[src/rtl/man_drawer_if.sv]
// Pixel bus between the running-man drawer and its neighbours: tick/y inputs in,
// VGA plot stream and status pulses out.
interface man_drawer_if;
  logic       update;
  logic [6:0] y_in;
  logic       man_style;
  logic       plot;
  logic [7:0] vga_x;
  logic [6:0] vga_y;
  logic [2:0] colour;
  logic       busy;
  logic       done;
  logic       missed;

  modport master (
    output update, y_in, man_style,
    input  plot, vga_x, vga_y, colour, busy, done, missed
  );

  modport slave (
    input  update, y_in, man_style,
    output plot, vga_x, vga_y, colour, busy, done, missed
  );
endinterface

[src/rtl/man_drawer.sv]
// Erases the man's sprite box at its previous row and redraws it at the new row,
// one pixel per clock, on every rising edge of the game tick.
module man_drawer #(
  parameter logic [7:0] X_POS      = 8'd20,
  parameter int         MAN_W      = 8,
  parameter int         MAN_H      = 12,
  parameter logic [2:0] BG_COLOUR  = 3'b000,
  parameter logic [2:0] MAN_COLOUR = 3'b110
) (
  input  logic         clk,
  input  logic         reset,
  man_drawer_if.slave  bus
);

  typedef enum logic [1:0] {
    IDLE  = 2'd0,
    ERASE = 2'd1,
    DRAW  = 2'd2,
    FIN   = 2'd3
  } state_e;

  localparam logic [3:0] X_LAST  = 4'(MAN_W - 1);
  localparam logic [3:0] Y_LAST  = 4'(MAN_H - 1);
  localparam logic [7:0] ROW_MAX = 8'd119;

  state_e      state_q, state_d;
  logic [3:0]  cx_q, cx_d;
  logic [3:0]  cy_q, cy_d;
  logic [6:0]  new_y_q, new_y_d;
  logic [6:0]  old_y_q, old_y_d;
  logic        old_valid_q, old_valid_d;
  logic        vis_q, vis_d;
  logic        update_q, update_d;
  logic        plot_q, plot_d;
  logic [7:0]  vga_x_q, vga_x_d;
  logic [6:0]  vga_y_q, vga_y_d;
  logic [2:0]  colour_q, colour_d;
  logic        busy_q, busy_d;
  logic        done_q, done_d;
  logic        missed_q, missed_d;

  logic        start_s;
  logic        emit_s;
  logic        erase_s;
  logic        vis_s;
  logic [6:0]  base_y_s;
  logic [3:0]  sx_s;
  logic [3:0]  sy_s;
  logic [7:0]  row_s;
  logic        last_s;

  // The first pixel is issued straight from IDLE so plot rises the cycle after start.
  always_comb begin
    state_d     = state_q;
    cx_d        = cx_q;
    cy_d        = cy_q;
    new_y_d     = new_y_q;
    old_y_d     = old_y_q;
    old_valid_d = old_valid_q;
    vis_d       = vis_q;
    update_d    = bus.update;
    plot_d      = 1'b0;
    vga_x_d     = vga_x_q;
    vga_y_d     = vga_y_q;
    colour_d    = colour_q;
    busy_d      = 1'b0;
    done_d      = 1'b0;
    start_s     = bus.update & ~update_q;
    missed_d    = start_s & (state_q != IDLE);
    emit_s      = 1'b0;
    erase_s     = 1'b0;
    vis_s       = vis_q;
    base_y_s    = new_y_q;
    sx_s        = cx_q;
    sy_s        = cy_q;

    case (state_q)
      IDLE: begin
        if (start_s) begin
          new_y_d = bus.y_in;
          vis_d   = bus.man_style;
          vis_s   = bus.man_style;
          sx_s    = 4'd0;
          sy_s    = 4'd0;
          cx_d    = 4'd0;
          cy_d    = 4'd0;
          if (old_valid_q) begin
            emit_s   = 1'b1;
            erase_s  = 1'b1;
            base_y_s = old_y_q;
          end else if (bus.man_style) begin
            emit_s   = 1'b1;
            base_y_s = bus.y_in;
          end else begin
            state_d  = FIN;
          end
        end else begin
          state_d = IDLE;
        end
      end
      ERASE: begin
        emit_s   = 1'b1;
        erase_s  = 1'b1;
        base_y_s = old_y_q;
      end
      DRAW: begin
        emit_s = 1'b1;
      end
      FIN: begin
        done_d      = 1'b1;
        old_y_d     = new_y_q;
        old_valid_d = vis_q;
        state_d     = IDLE;
      end
      default: begin
        state_d = IDLE;
      end
    endcase

    row_s  = {1'b0, base_y_s} + {4'b0000, sy_s};
    last_s = (sx_s == X_LAST) && (sy_s == Y_LAST);

    if (emit_s) begin
      // Rows past the bottom of the screen still scan, so frame length never varies.
      plot_d   = (row_s <= ROW_MAX);
      vga_x_d  = X_POS + {4'b0000, sx_s};
      vga_y_d  = row_s[6:0];
      colour_d = erase_s ? BG_COLOUR : MAN_COLOUR;
      busy_d   = 1'b1;
      if (last_s) begin
        cx_d    = 4'd0;
        cy_d    = 4'd0;
        state_d = (erase_s && vis_s) ? DRAW : FIN;
      end else begin
        state_d = erase_s ? ERASE : DRAW;
        if (sx_s == X_LAST) begin
          cx_d = 4'd0;
          cy_d = sy_s + 4'd1;
        end else begin
          cx_d = sx_s + 4'd1;
          cy_d = sy_s;
        end
      end
    end else begin
      busy_d = 1'b0;
    end
  end

  // State, scan counters and registered pixel outputs.
  always_ff @(posedge clk) begin
    if (reset) begin
      state_q     <= IDLE;
      cx_q        <= 4'd0;
      cy_q        <= 4'd0;
      new_y_q     <= 7'd0;
      old_y_q     <= 7'd0;
      old_valid_q <= 1'b0;
      vis_q       <= 1'b0;
      update_q    <= 1'b0;
      plot_q      <= 1'b0;
      vga_x_q     <= 8'd0;
      vga_y_q     <= 7'd0;
      colour_q    <= 3'b000;
      busy_q      <= 1'b0;
      done_q      <= 1'b0;
      missed_q    <= 1'b0;
    end else begin
      state_q     <= state_d;
      cx_q        <= cx_d;
      cy_q        <= cy_d;
      new_y_q     <= new_y_d;
      old_y_q     <= old_y_d;
      old_valid_q <= old_valid_d;
      vis_q       <= vis_d;
      update_q    <= update_d;
      plot_q      <= plot_d;
      vga_x_q     <= vga_x_d;
      vga_y_q     <= vga_y_d;
      colour_q    <= colour_d;
      busy_q      <= busy_d;
      done_q      <= done_d;
      missed_q    <= missed_d;
    end
  end

  assign bus.plot   = plot_q;
  assign bus.vga_x  = vga_x_q;
  assign bus.vga_y  = vga_y_q;
  assign bus.colour = colour_q;
  assign bus.busy   = busy_q;
  assign bus.done   = done_q;
  assign bus.missed = missed_q;

endmodule
[src/flat_wrapper.sv]
// flat-port wrapper written by rule: the top's interface ports become plain ports
module man_drawer_flat 
#(
  parameter logic [7:0] X_POS      = 8'd20,
  parameter int         MAN_W      = 8,
  parameter int         MAN_H      = 12,
  parameter logic [2:0] BG_COLOUR  = 3'b000,
  parameter logic [2:0] MAN_COLOUR = 3'b110
)
  (clk, reset, bus_update, bus_y_in, bus_man_style, bus_plot, bus_vga_x, bus_vga_y, bus_colour, bus_busy, bus_done, bus_missed);
  man_drawer_if bus_i ();
  input  logic clk;
  input  logic reset;
  input wire logic [$bits(bus_i.update)-1:0] bus_update;
  input wire logic [$bits(bus_i.y_in)-1:0] bus_y_in;
  input wire logic [$bits(bus_i.man_style)-1:0] bus_man_style;
  output wire logic [$bits(bus_i.plot)-1:0] bus_plot;
  output wire logic [$bits(bus_i.vga_x)-1:0] bus_vga_x;
  output wire logic [$bits(bus_i.vga_y)-1:0] bus_vga_y;
  output wire logic [$bits(bus_i.colour)-1:0] bus_colour;
  output wire logic [$bits(bus_i.busy)-1:0] bus_busy;
  output wire logic [$bits(bus_i.done)-1:0] bus_done;
  output wire logic [$bits(bus_i.missed)-1:0] bus_missed;
  assign bus_i.update = bus_update;
  assign bus_i.y_in = bus_y_in;
  assign bus_i.man_style = bus_man_style;
  assign bus_plot = bus_i.plot;
  assign bus_vga_x = bus_i.vga_x;
  assign bus_vga_y = bus_i.vga_y;
  assign bus_colour = bus_i.colour;
  assign bus_busy = bus_i.busy;
  assign bus_done = bus_i.done;
  assign bus_missed = bus_i.missed;
  man_drawer #(.X_POS(X_POS), .MAN_W(MAN_W), .MAN_H(MAN_H), .BG_COLOUR(BG_COLOUR), .MAN_COLOUR(MAN_COLOUR)) u_core (.clk(clk), .reset(reset), .bus(bus_i));
endmodule
[config.mk]
export PLATFORM = sky130hd
export DESIGN_NAME = man_drawer_flat
export DESIGN_NICKNAME = d
export VERILOG_FILES = /design/src/rtl/man_drawer_if.sv /design/src/rtl/man_drawer.sv /design/src/flat_wrapper.sv
export SDC_FILE = /design/constraint.sdc
export NUM_CORES = 1
export LEC_CHECK = 0
export ABC_CLOCK_PERIOD_IN_PS = 4050
export BUFFER_PORTS_ARGS = -buffer_cell sky130_fd_sc_hd__clkbuf_2
export CELL_PAD_IN_SITES_DETAIL_PLACEMENT = 0
export CELL_PAD_IN_SITES_GLOBAL_PLACEMENT = 1
export CORE_MARGIN = 3
export CORE_UTILIZATION = 35
export CTS_BUF_LIST = sky130_fd_sc_hd__clkbuf_4 sky130_fd_sc_hd__clkbuf_8
export DETAILED_ROUTE_END_ITERATION = 16
export PLACE_DENSITY = 0.73
export SKIP_LAST_GASP = 1
export SLEW_MARGIN = 10
export SYNTH_ARGS = -nofsm -noshare
export SYNTH_HDL_FRONTEND = slang
export SYNTH_SLANG_ARGS = --single-unit
export TNS_END_PERCENT = 5
[constraint.sdc]
create_clock -name clk -period 4.05 [get_ports clk]
set_input_delay 0.81 -clock clk [delete_from_list [all_inputs] [get_ports clk]]
set_output_delay 0.81 -clock clk [all_outputs]
set_load 0.01 [all_outputs]
==> results of run 1 <==
## worst register-to-register path: cells and delay by family (launching register included)
kind                     cells  cell delay [ns]
adder cells (fa/ha/maj)      2             0.54
AND/OR/NAND/NOR              2             0.34
AO/OA/AOI/OAI                6             1.53
flip-flops                   1             0.42
buffers and inverters        2             0.15
## metal layers
metal  vias to the layer above  share of wire, %  global-route usage, %
met5                         -                 0                      0
met4                         0               1.3                   5.30
met3                         5               4.8                   3.03
met2                        45                45                   22.2
met1                       852                49                   20.1
li1                        984                 -                      -
## sequential cells by signal (all words and copies together) (netlist names), 2 cells and up
signal / count
u_core.bus.vga_x: 6
u_core.bus.vga_y: 7
u_core.cx_q: 4
u_core.cy_q: 4
u_core.new_y_q: 7
u_core.old_y_q: 7
u_core.state_q: 2
## area by class of cell
type | count | area (um^2) | area share, %
well taps | 75 | 93.8 | 3.62
clock buffers | 7 | 90.1 | 3.48
inverters | 18 | 67.6 | 2.61
flip-flops and latches | 45 | 901 | 34.8
clock inverters | 1 | 30.0 | 1.16
repair buffers | 33 | 175 | 6.76
multi-input cells | 189 | 1230 | 47.6
## power groups by stage
stage / Combinational, uW / Sequential, uW / Clock, uW
after CTS: 551 / 559 / 374
after detailed placement: 547 / 569 / 0
after global routing: 616 / 567 / 386
final: 545 / 557 / 359
after global placement: 549 / 567 / 0
after floorplan: 392 / 585 / 0
## logic make-up after synthesis
family	count (synthesis)
multiplexers	13
XOR/XNOR	3
AND/OR/NAND/NOR	96
AO/OA/AOI/OAI	62
buffers and inverters	39
adder cells (fa/ha/maj)	12
other	1
flip-flops	45
## per-stage QoR
stage | cells | util (%) | total power [uW] | hold slack (ns) | worst slack (ns)
global route | 368 | 42.2 | 1570 | 0.485 | 0.620
global placement | 360 | 40.3 | 1120 | 0.431 | 0.758
CTS | 368 | 42.2 | 1480 | 0.460 | 0.934
floorplan | 273 | - | 977 | 0.407 | 0.974
finish | 368 | 42.2 | 1460 | 0.457 | 0.949
detailed placement | 360 | 40.3 | 1120 | 0.442 | 0.713
## cells in the mapped netlist, drive strengths merged (2+ instances only)
library cell / n
a211o: 2
a211oi: 5
a21o: 4
a21oi: 26
a222oi: 6
a31oi: 2
and2: 6
buf: 7
clkbuf: 14
dfxtp: 45
ha: 11
inv: 18
mux2: 2
mux2i: 11
nand2: 35
nand3b: 2
nand4: 2
nor2: 24
nor2b: 5
nor3: 5
nor3b: 2
nor4: 2
o2111a: 2
o21ai: 5
o32a: 2
or2: 2
or3: 3
or4: 2
xnor2: 3
## path summary, 6_finish.rpt
path / start / endpoint / slack (ns) / cells past startpoint
worst min register to register: u_core.bus.vga_y[0] / u_core.bus.vga_y[0] / 0.46 / 2
worst max-delay path: u_core.state_q[0] / u_core.bus.vga_y[5] / 0.95 / 12
worst max register to register: u_core.state_q[0] / u_core.bus.vga_y[5] / 0.95 / 12
worst min-delay path: u_core.bus.vga_y[0] / u_core.bus.vga_y[0] / 0.46 / 2
==> impl_metrics.json, run 1 <==
{
  "status": "finished clean",
  "avgSynthCellArea_um2": 8.50,
  "timing.final.crit_share_pct": 76.6,
  "synth.top_cells.by_area": "dfxtp_1 (39%), ha_1 (6.0%), nand2_1 (5.7%)",
  "pwr-share-seq_pct": 38.1,
  "p_sw_share_pct": 36.7,
  "fin_tns_setup_ns": 0,
  "rsz0062_at_grt": "no",
  "muxShareOfSynthArea_pct": 5.76,
  "antenna_cells": 0,
  "crit_type": "register to register",
  "yosysUniqueCellTypes": 50,
  "cts_tree": "done",
  "grt_pass1_wl_um": 8570,
  "cap_violations": 0,
  "clock_sinks": 45,
  "synth_xor_area_share_pct": 1.14,
  "cts.reportedPaths.clkPinSlew_ns": 0.09,
  "path_max_fanout": 6,
  "intPower_uw": 925,
  "postRouteAntennaNets": 0,
  "synth-seq-area-share_pct": 39.1,
  "clockBufferDepth": 2,
  "clk_latency_ns": 0.29,
  "tightest_slew_ns": 0.870,
  "ys.flop_type": "dfxtp_1",
  "max_stage_delay_ns": 0.52,
  "synth-seq-cells": 45,
  "die_area_mm2": 0.00759,
  "port_buffers": 29,
  "power.switching_uw": 536,
  "numCtsBuffers": 5,
  "routed_wl_um": 5120,
  "die_h_um": 87.1,
  "place_area_mm2": 0.00247,
  "die_x_um": 87.1,
  "htree_num_levels": 2,
  "place.gp.congestion": 0.739,
  "ctsHoldBuffers": 0,
  "cp.required_ns": 4.24,
  "fmaxAchievable_ghz": 0.322,
  "hp-class": "register to register",
  "power_frac_clock_pct": 24.6,
  "start_util_pct": 37.6,
  "syn2layout_area_growth_pct": 12.4,
  "setup_viol": 0,
  "postCtsResizedCells": 0,
  "yosysWarnings": 0,
  "first_global_vias": 1750,
  "row_count": 28,
  "yosysTopAreaCellShare_pct": 39.1,
  "crit_chain": "inv_1 -> ha_1 -> and2b_1 -> a21oi_1 -> a222oi_1 -> inv_1 -> ha_1 -> a21o_1 -> a21oi_1 -> nor2_1 -> o2111a_1 -> a211o_1",
  "synth_top_family_by_area": "simple AND/OR/NAND/NOR gates",
  "async_reset_ff_share_pct": 0,
  "pin_count": 33,
  "synth_compound_area_share_pct": 19.2,
  "fill_cells": 596,
  "worst_path_max_delay_cell": "a222oi_1",
  "grt_overflow_total": 0,
  "worst_setup_path_start_kind": "register",
  "cp_num_buf_inv": 2,
  "drv_slew": 0,
  "p_leak_uw": 0.00112,
  "grt_max_degree": 44,
  "synthCells": 271,
  "root_buffer": "clkbuf_8",
  "initialDrtViolationCount": 138,
  "yosysTopAreaCell": "dfxtp_1",
  "antenna_found_initial": 0,
  "relSlewSlack_pct": 42.0,
  "netlist_area_mm2": 0.00230,
  "drive_gt1_share_pct": 16.0,
  "power_frac_comb_pct": 37.3,
  "yosys.area_share.simple_pct": 20.1,
  "route.detailed.drc": 0,
  "powerDensity_mw_per_mm2": 564,
  "layout_min_cycle_time_ns": 3.10,
  "critical_path.top_delay_family": "compound AO/OA/AOI/OAI gates",
  "synth-edff-count": 0,
  "fp.coreArea_mm2": 0.00613,
  "drt_first_pass_iters": 4,
  "final_cell_mix": "dfxtp_1 (45), nand2_1 (35), clkbuf_2 (29), a21oi_1 (25), nor2_1 (24)",
  "cp-end-kind": "register",
  "viasPerCell": 5.13,
  "synth_fa_ha_area_share_pct": 6.84,
  "final_common_cell": "dfxtp_1",
  "drt-wirelength-per-cell_um": 13.9,
  "vias": 1886,
  "crit_arrival_ns": 3.29,
  "grtUsageTotal_pct": 14.5,
  "finalInstanceArea_mm2": 0.00259,
  "skew_ns": 0.00686,
  "final_hold_viol_count": 0,
  "ir_worst_vdd_mv": 0.223,
  "post_cts_buffers": 0,
  "dp_hpwl_um": 3660,
  "nets": 315
}
No activity file was read; power rests on OpenSTA's default activity.
==> run 2, diff against run 1 <==
--- a/config.mk
+++ b/config.mk
@@ -5,7 +5,7 @@
 export SDC_FILE = /design/constraint.sdc
 export NUM_CORES = 1
 export LEC_CHECK = 0
-export ABC_CLOCK_PERIOD_IN_PS = 4050
+export ABC_CLOCK_PERIOD_IN_PS = 3150
 export BUFFER_PORTS_ARGS = -buffer_cell sky130_fd_sc_hd__clkbuf_2
 export CELL_PAD_IN_SITES_DETAIL_PLACEMENT = 0
 export CELL_PAD_IN_SITES_GLOBAL_PLACEMENT = 1
==> constraint.sdc (replaced) <==
create_clock -name clk -period 3.15 [get_ports clk]
set_input_delay 0.63 -clock clk [delete_from_list [all_inputs] [get_ports clk]]
set_output_delay 0.63 -clock clk [all_outputs]
set_load 0.01 [all_outputs]
==> run 2 against run 1 <==
Critical path depth unchanged. Fmax up 9.1%. Sequential power up 29%. Worst hold slack worse by 0.0022 ns. Combinational power up 33%. Final area up 1.3%. Clock-buffer cell count up 1. Clock power up 4%. Worst setup slack worse by 0.64 ns. Critical path type unchanged. Largest power group is now combinational logic.
==> impl_metrics.json, run 2 (synthesis results as in run 1) <==
{
  "viasPerCell": 5.14,
  "fill_cells": 630,
  "cp.required_ns": 3.34,
  "path_max_fanout": 6,
  "skew_ns": 0.00729,
  "antenna_found_initial": 0,
  "powerDensity_mw_per_mm2": 693,
  "die_h_um": 87.1,
  "tightest_slew_ns": 0.549,
  "crit_chain": "inv_1 -> ha_1 -> and3b_1 -> a21oi_1 -> a222oi_1 -> inv_1 -> ha_1 -> a21o_1 -> a21oi_1 -> nor2_1 -> o2111a_1 -> a211o_1",
  "dp_hpwl_um": 3710,
  "grtUsageTotal_pct": 14.8,
  "die_area_mm2": 0.00759,
  "cts_tree": "done",
  "ctsHoldBuffers": 0,
  "max_stage_delay_ns": 0.44,
  "postCtsResizedCells": 0,
  "ir_worst_vdd_mv": 0.235,
  "grt_overflow_total": 0,
  "setup_viol": 0,
  "relSlewSlack_pct": 63.4,
  "crit_start": "u_core.state_q[1]",
  "timing.final.crit_share_pct": 90.3,
  "drt-wirelength-per-cell_um": 14.0,
  "die_x_um": 87.1,
  "grt_pass1_wl_um": 8880,
  "worst_path_max_delay_cell": "a222oi_1",
  "post-place-ws_ns": 0.160,
  "crit_arrival_ns": 3.03,
  "routed_wl_um": 5250,
  "holdPathStages": 2,
  "clock_sinks": 45,
  "rsz0062_at_grt": "yes",
  "place.gp.congestion": 0.773,
  "layout_min_cycle_time_ns": 2.84,
  "initialDrtViolationCount": 119,
  "vias": 1927,
  "pin_count": 33,
  "final_common_cell": "dfxtp_1",
  "final_hold_viol_count": 0,
  "port_buffers": 29,
  "timing.final.ws_setup_ns": 0.307,
  "start_util_pct": 37.6,
  "cap_violations": 0,
  "htree_num_levels": 2,
  "worst_setup_path_start_kind": "register",
  "reg2reg_to": "u_core.bus.vga_y[5]",
  "final_cell_mix": "dfxtp_1 (44), nand2_1 (35), clkbuf_2 (29), a21oi_1 (24), nor2_1 (24)",
  "worstRegToRegCells": 12,
  "p_leak_uw": 0.00114,
  "postRouteAntennaNets": 0,
  "r2r_slack_ns": 0.31,
  "hp-class": "register to register",
  "fmaxAchievable_ghz": 0.352,
  "fp.coreArea_mm2": 0.00613,
  "route.detailed.drc": 0,
  "hold_ws_ns": 0.455,
  "nets": 322,
  "status": "finished clean",
  "row_count": 28,
  "drive_gt1_share_pct": 19.0,
  "worstReg2RegStart": "u_core.state_q[1]",
  "drv_slew": 0,
  "grt_max_degree": 44,
  "cp-end-kind": "register",
  "numCtsBuffers": 5,
  "first_global_vias": 1786,
  "clockBufferDepth": 2,
  "antenna_cells": 0,
  "setup.worst_path.end": "u_core.bus.vga_y[5]",
  "clk_latency_ns": 0.30,
  "cts.reportedPaths.clkPinSlew_ns": 0.08,
  "syn2layout_area_growth_pct": 13.9,
  "root_buffer": "clkbuf_8",
  "post_cts_buffers": 0,
  "crit_type": "register to register",
  "drt_first_pass_iters": 6
}
## run 2: cell types whose count changed in the layout (fill, tap and decap cells not counted)
cell       change
buf_4          +7
nor3_2         +1
dfxtp_1        -1
a21oi_2        +1
clkbuf_4       +2
nor3_1         -1
clkbuf_8       -1
a21oi_1        -1
bufinv_16      -1
dfxtp_2        +1
## run 2: how the worst min path moves through the flow
stage	start	to	slack, ns
finish	u_core.bus.vga_x[0]	u_core.bus.vga_x[0]	0.45
global route	u_core.bus.vga_x[0]	u_core.bus.vga_x[0]	0.48
CTS	u_core.update_q	u_core.bus.missed	0.45
detailed placement	u_core.update_q	u_core.bus.missed	0.44
global placement	u_core.update_q	u_core.bus.missed	0.43
floorplan	u_core.update_q	u_core.bus.missed	0.41
## run 2: cell type report
cell class	instances	area [um^2]	share of cell area, %
Multi-Input combinational cell	189	1240	47.3
Sequential cell	45	902	34.4
Timing Repair Buffer	40	228	8.68
Tap cell	75	93.8	3.58
Clock buffer	8	91.3	3.48
Inverter	18	67.6	2.58
## run 2: worst max-delay path, delay by kind of cell (launching register included)
kind                     cells  cell delay [ns]
AO/OA/AOI/OAI                6             1.41
adder cells (fa/ha/maj)      2             0.53
buffers and inverters        2             0.17
flip-flops                   1             0.32
AND/OR/NAND/NOR              2             0.30
## run 2: metal layers
metal,global-route usage [%],part of all wire (%),up-vias
li1,-,-,998
met1,21.0,50,885
met2,22.6,45,39
met3,2.74,4.1,5
met4,5.02,1.2,0
met5,0,0,-
## run 2: metrics by stage
step	instances	power (uW)	utilization, %	TNS [ns]	instance area (um^2)
global route	375	1970	42.8	-0.0506	2620
CTS	375	1840	42.6	0	2610
detailed placement	367	1460	41.1	0	2520
finish	375	1820	42.8	0	2620
floorplan	273	1260	-	0	2310
global placement	367	1460	41.1	0	2520
## run 2: power breakdown
group | internal, uW | switching, uW
Clock | 184 | 190
Sequential | 667 | 50.8
Combinational | 280 | 446
Total | 1130 | 687
==> run 3, diff against run 2 <==
--- a/config.mk
+++ b/config.mk
@@ -14,6 +14,7 @@
 export CTS_BUF_LIST = sky130_fd_sc_hd__clkbuf_4 sky130_fd_sc_hd__clkbuf_8
 export DETAILED_ROUTE_END_ITERATION = 16
 export PLACE_DENSITY = 0.73
+export RECOVER_POWER = 25
 export SKIP_LAST_GASP = 1
 export SLEW_MARGIN = 10
 export SYNTH_ARGS = -nofsm -noshare
==> run 3 against run 2 <==
Non-clock buffer count did not move. Combinational power barely moved. Utilization fell by 0.082 points. Critical path depth did not move. Fmax fell by 0.55%. Power barely moved. Sequential power barely moved. Wire length rose by 0.44%. Global-route usage did not move. First-iteration DRC count did not move. Sequential cell count did not move. Critical path type unchanged. Largest power group unchanged.
==> impl_metrics.json, run 3 (synthesis results as in run 1) <==
{
  "cts_tree": "done",
  "htree_num_levels": 2,
  "layout_min_cycle_time_ns": 2.86,
  "clockBufferDepth": 2,
  "cap_violations": 0,
  "grt.busiest_layer": "met2",
  "worst_setup_path_start_kind": "register",
  "route.detailed.drc": 0,
  "tightest_slew_ns": 0.545,
  "grt_max_degree": 44,
  "final_cell_mix": "dfxtp_1 (44), nand2_1 (35), clkbuf_2 (25), a21oi_1 (24), nor2_1 (24)",
  "path_max_fanout": 6,
  "drive_gt1_share_pct": 17.7,
  "status": "finished clean",
  "worstRegToRegCells": 12,
  "grt_use_met2_pct": 22.6,
  "use_met1_pct": 21.0,
  "row_count": 28,
  "die_area_mm2": 0.00759,
  "vias": 1937,
  "post_cts_buffers": 0,
  "fmaxAchievable_ghz": 0.350,
  "powerDensity_mw_per_mm2": 694,
  "hp-class": "register to register",
  "met3_usage_pct": 2.74,
  "postRouteAntennaNets": 0,
  "pin_count": 33,
  "syn2layout_area_growth_pct": 13.7,
  "clock_sinks": 45,
  "drt-wirelength-per-cell_um": 14.1,
  "grt_pass1_wl_um": 8880,
  "cp.required_ns": 3.34,
  "timing.final.crit_share_pct": 90.8,
  "r2r_slack_ns": 0.29,
  "die_h_um": 87.1,
  "dp.cells": 367,
  "antenna_found_initial": 0,
  "routed_wl_um": 5280,
  "numCtsBuffers": 5,
  "antenna_cells": 0,
  "grt_overflow_total": 0,
  "p_leak_uw": 0.00113,
  "cts.reportedPaths.clkPinSlew_ns": 0.08,
  "ir_worst_vdd_mv": 0.235,
  "initialDrtViolationCount": 119,
  "cp-end-kind": "register",
  "setup.worst_path.end": "u_core.bus.vga_y[5]",
  "fin_util_pct": 42.7,
  "relSlewSlack_pct": 63.7,
  "drt_first_pass_iters": 4,
  "start_util_pct": 37.6,
  "ctsHoldBuffers": 0,
  "rsz0062_at_grt": "yes",
  "drv_slew": 0,
  "nets": 322,
  "root_buffer": "clkbuf_8",
  "fp.coreArea_mm2": 0.00613,
  "postCtsResizedCells": 0,
  "final_common_cell": "dfxtp_1",
  "crit_arrival_ns": 3.05,
  "viasPerCell": 5.17,
  "dp_hpwl_um": 3710,
  "fin_cells": 375,
  "final_hold_viol_count": 0,
  "crit_start": "u_core.state_q[1]",
  "place.gp.congestion": 0.773,
  "clk_latency_ns": 0.30,
  "first_global_vias": 1786,
  "port_buffers": 29,
  "crit_type": "register to register",
  "skew_ns": 0.00711,
  "setup_viol": 0,
  "fill_cells": 634,
  "worstReg2RegStart": "u_core.state_q[1]",
  "die_x_um": 87.1,
  "reg2reg_to": "u_core.bus.vga_y[5]",
  "power_uw": 1820,
  "grtUsageTotal_pct": 14.8
}
-- run 3: cell counts in the layout (fill, tap and decap cells not counted) --
Identical to the previous run, type by type.
-- run 3: power by group --
part | total, uW | internal [uW] | switching [uW]
Sequential | 718 | 667 | 51.0
Combinational | 725 | 278 | 448
Clock | 374 | 184 | 190
Total | 1820 | 1130 | 689
-- run 3: worst min-delay path by stage --
| stage | start | to | slack [ns] | cells after the start |
|---|---|---|---|---|
| 2_1_floorplan | u_core.update_q | u_core.bus.missed | 0.41 | 1 |
| 3_3_place_gp | u_core.update_q | u_core.bus.missed | 0.43 | 1 |
| 3_5_place_dp | u_core.update_q | u_core.bus.missed | 0.44 | 1 |
| 4_1_cts | u_core.update_q | u_core.bus.missed | 0.45 | 1 |
| 5_1_grt | u_core.bus.vga_x[0] | u_core.bus.vga_x[0] | 0.48 | 2 |
| 6_report | u_core.bus.vga_x[0] | u_core.bus.vga_x[0] | 0.45 | 2 |
-- run 3: per-stage QoR --
step / instance area, um^2 / setup WS (ns) / hold slack, ns / TNS (ns)
global placement: 2520 / 0.239 / 0.430 / 0
CTS: 2610 / 0.160 / 0.452 / 0
floorplan: 2310 / 0.209 / 0.407 / 0
detailed placement: 2520 / 0.160 / 0.436 / 0
global route: 2620 / -0.0347 / 0.485 / -0.0506
finish: 2620 / 0.291 / 0.455 / 0
-- run 3: critical path, stage by stage (launching register included) --
cell and delay (ns):
dfxtp_1 0.32, inv_1 0.09, ha_1 0.25, and3b_1 0.23, a21oi_1 0.13, a222oi_1 0.44, inv_1 0.08, ha_1 0.28
a21o_1 0.18, a21oi_1 0.20, nor2_1 0.07, o2111a_1 0.22, a211o_1 0.26
-- run 3: cell type report --
type | count | area [um^2] | share of cell area (%)
inverters | 18 | 67.6 | 2.58
repair buffers | 40 | 223 | 8.50
multi-input cells | 189 | 1240 | 47.4
flip-flops and latches | 45 | 902 | 34.4
well taps | 75 | 93.8 | 3.58
clock buffers | 8 | 91.3 | 3.49
-- run 3: layer usage --
layer  routed length, um  vias up  share of wire [%]
li1                    -      999                  -
met1                2680      897                 51
met3                 176        5                3.3
met5                   0        -                  0
met2                2350       36                 45
met4                  62        0                1.2
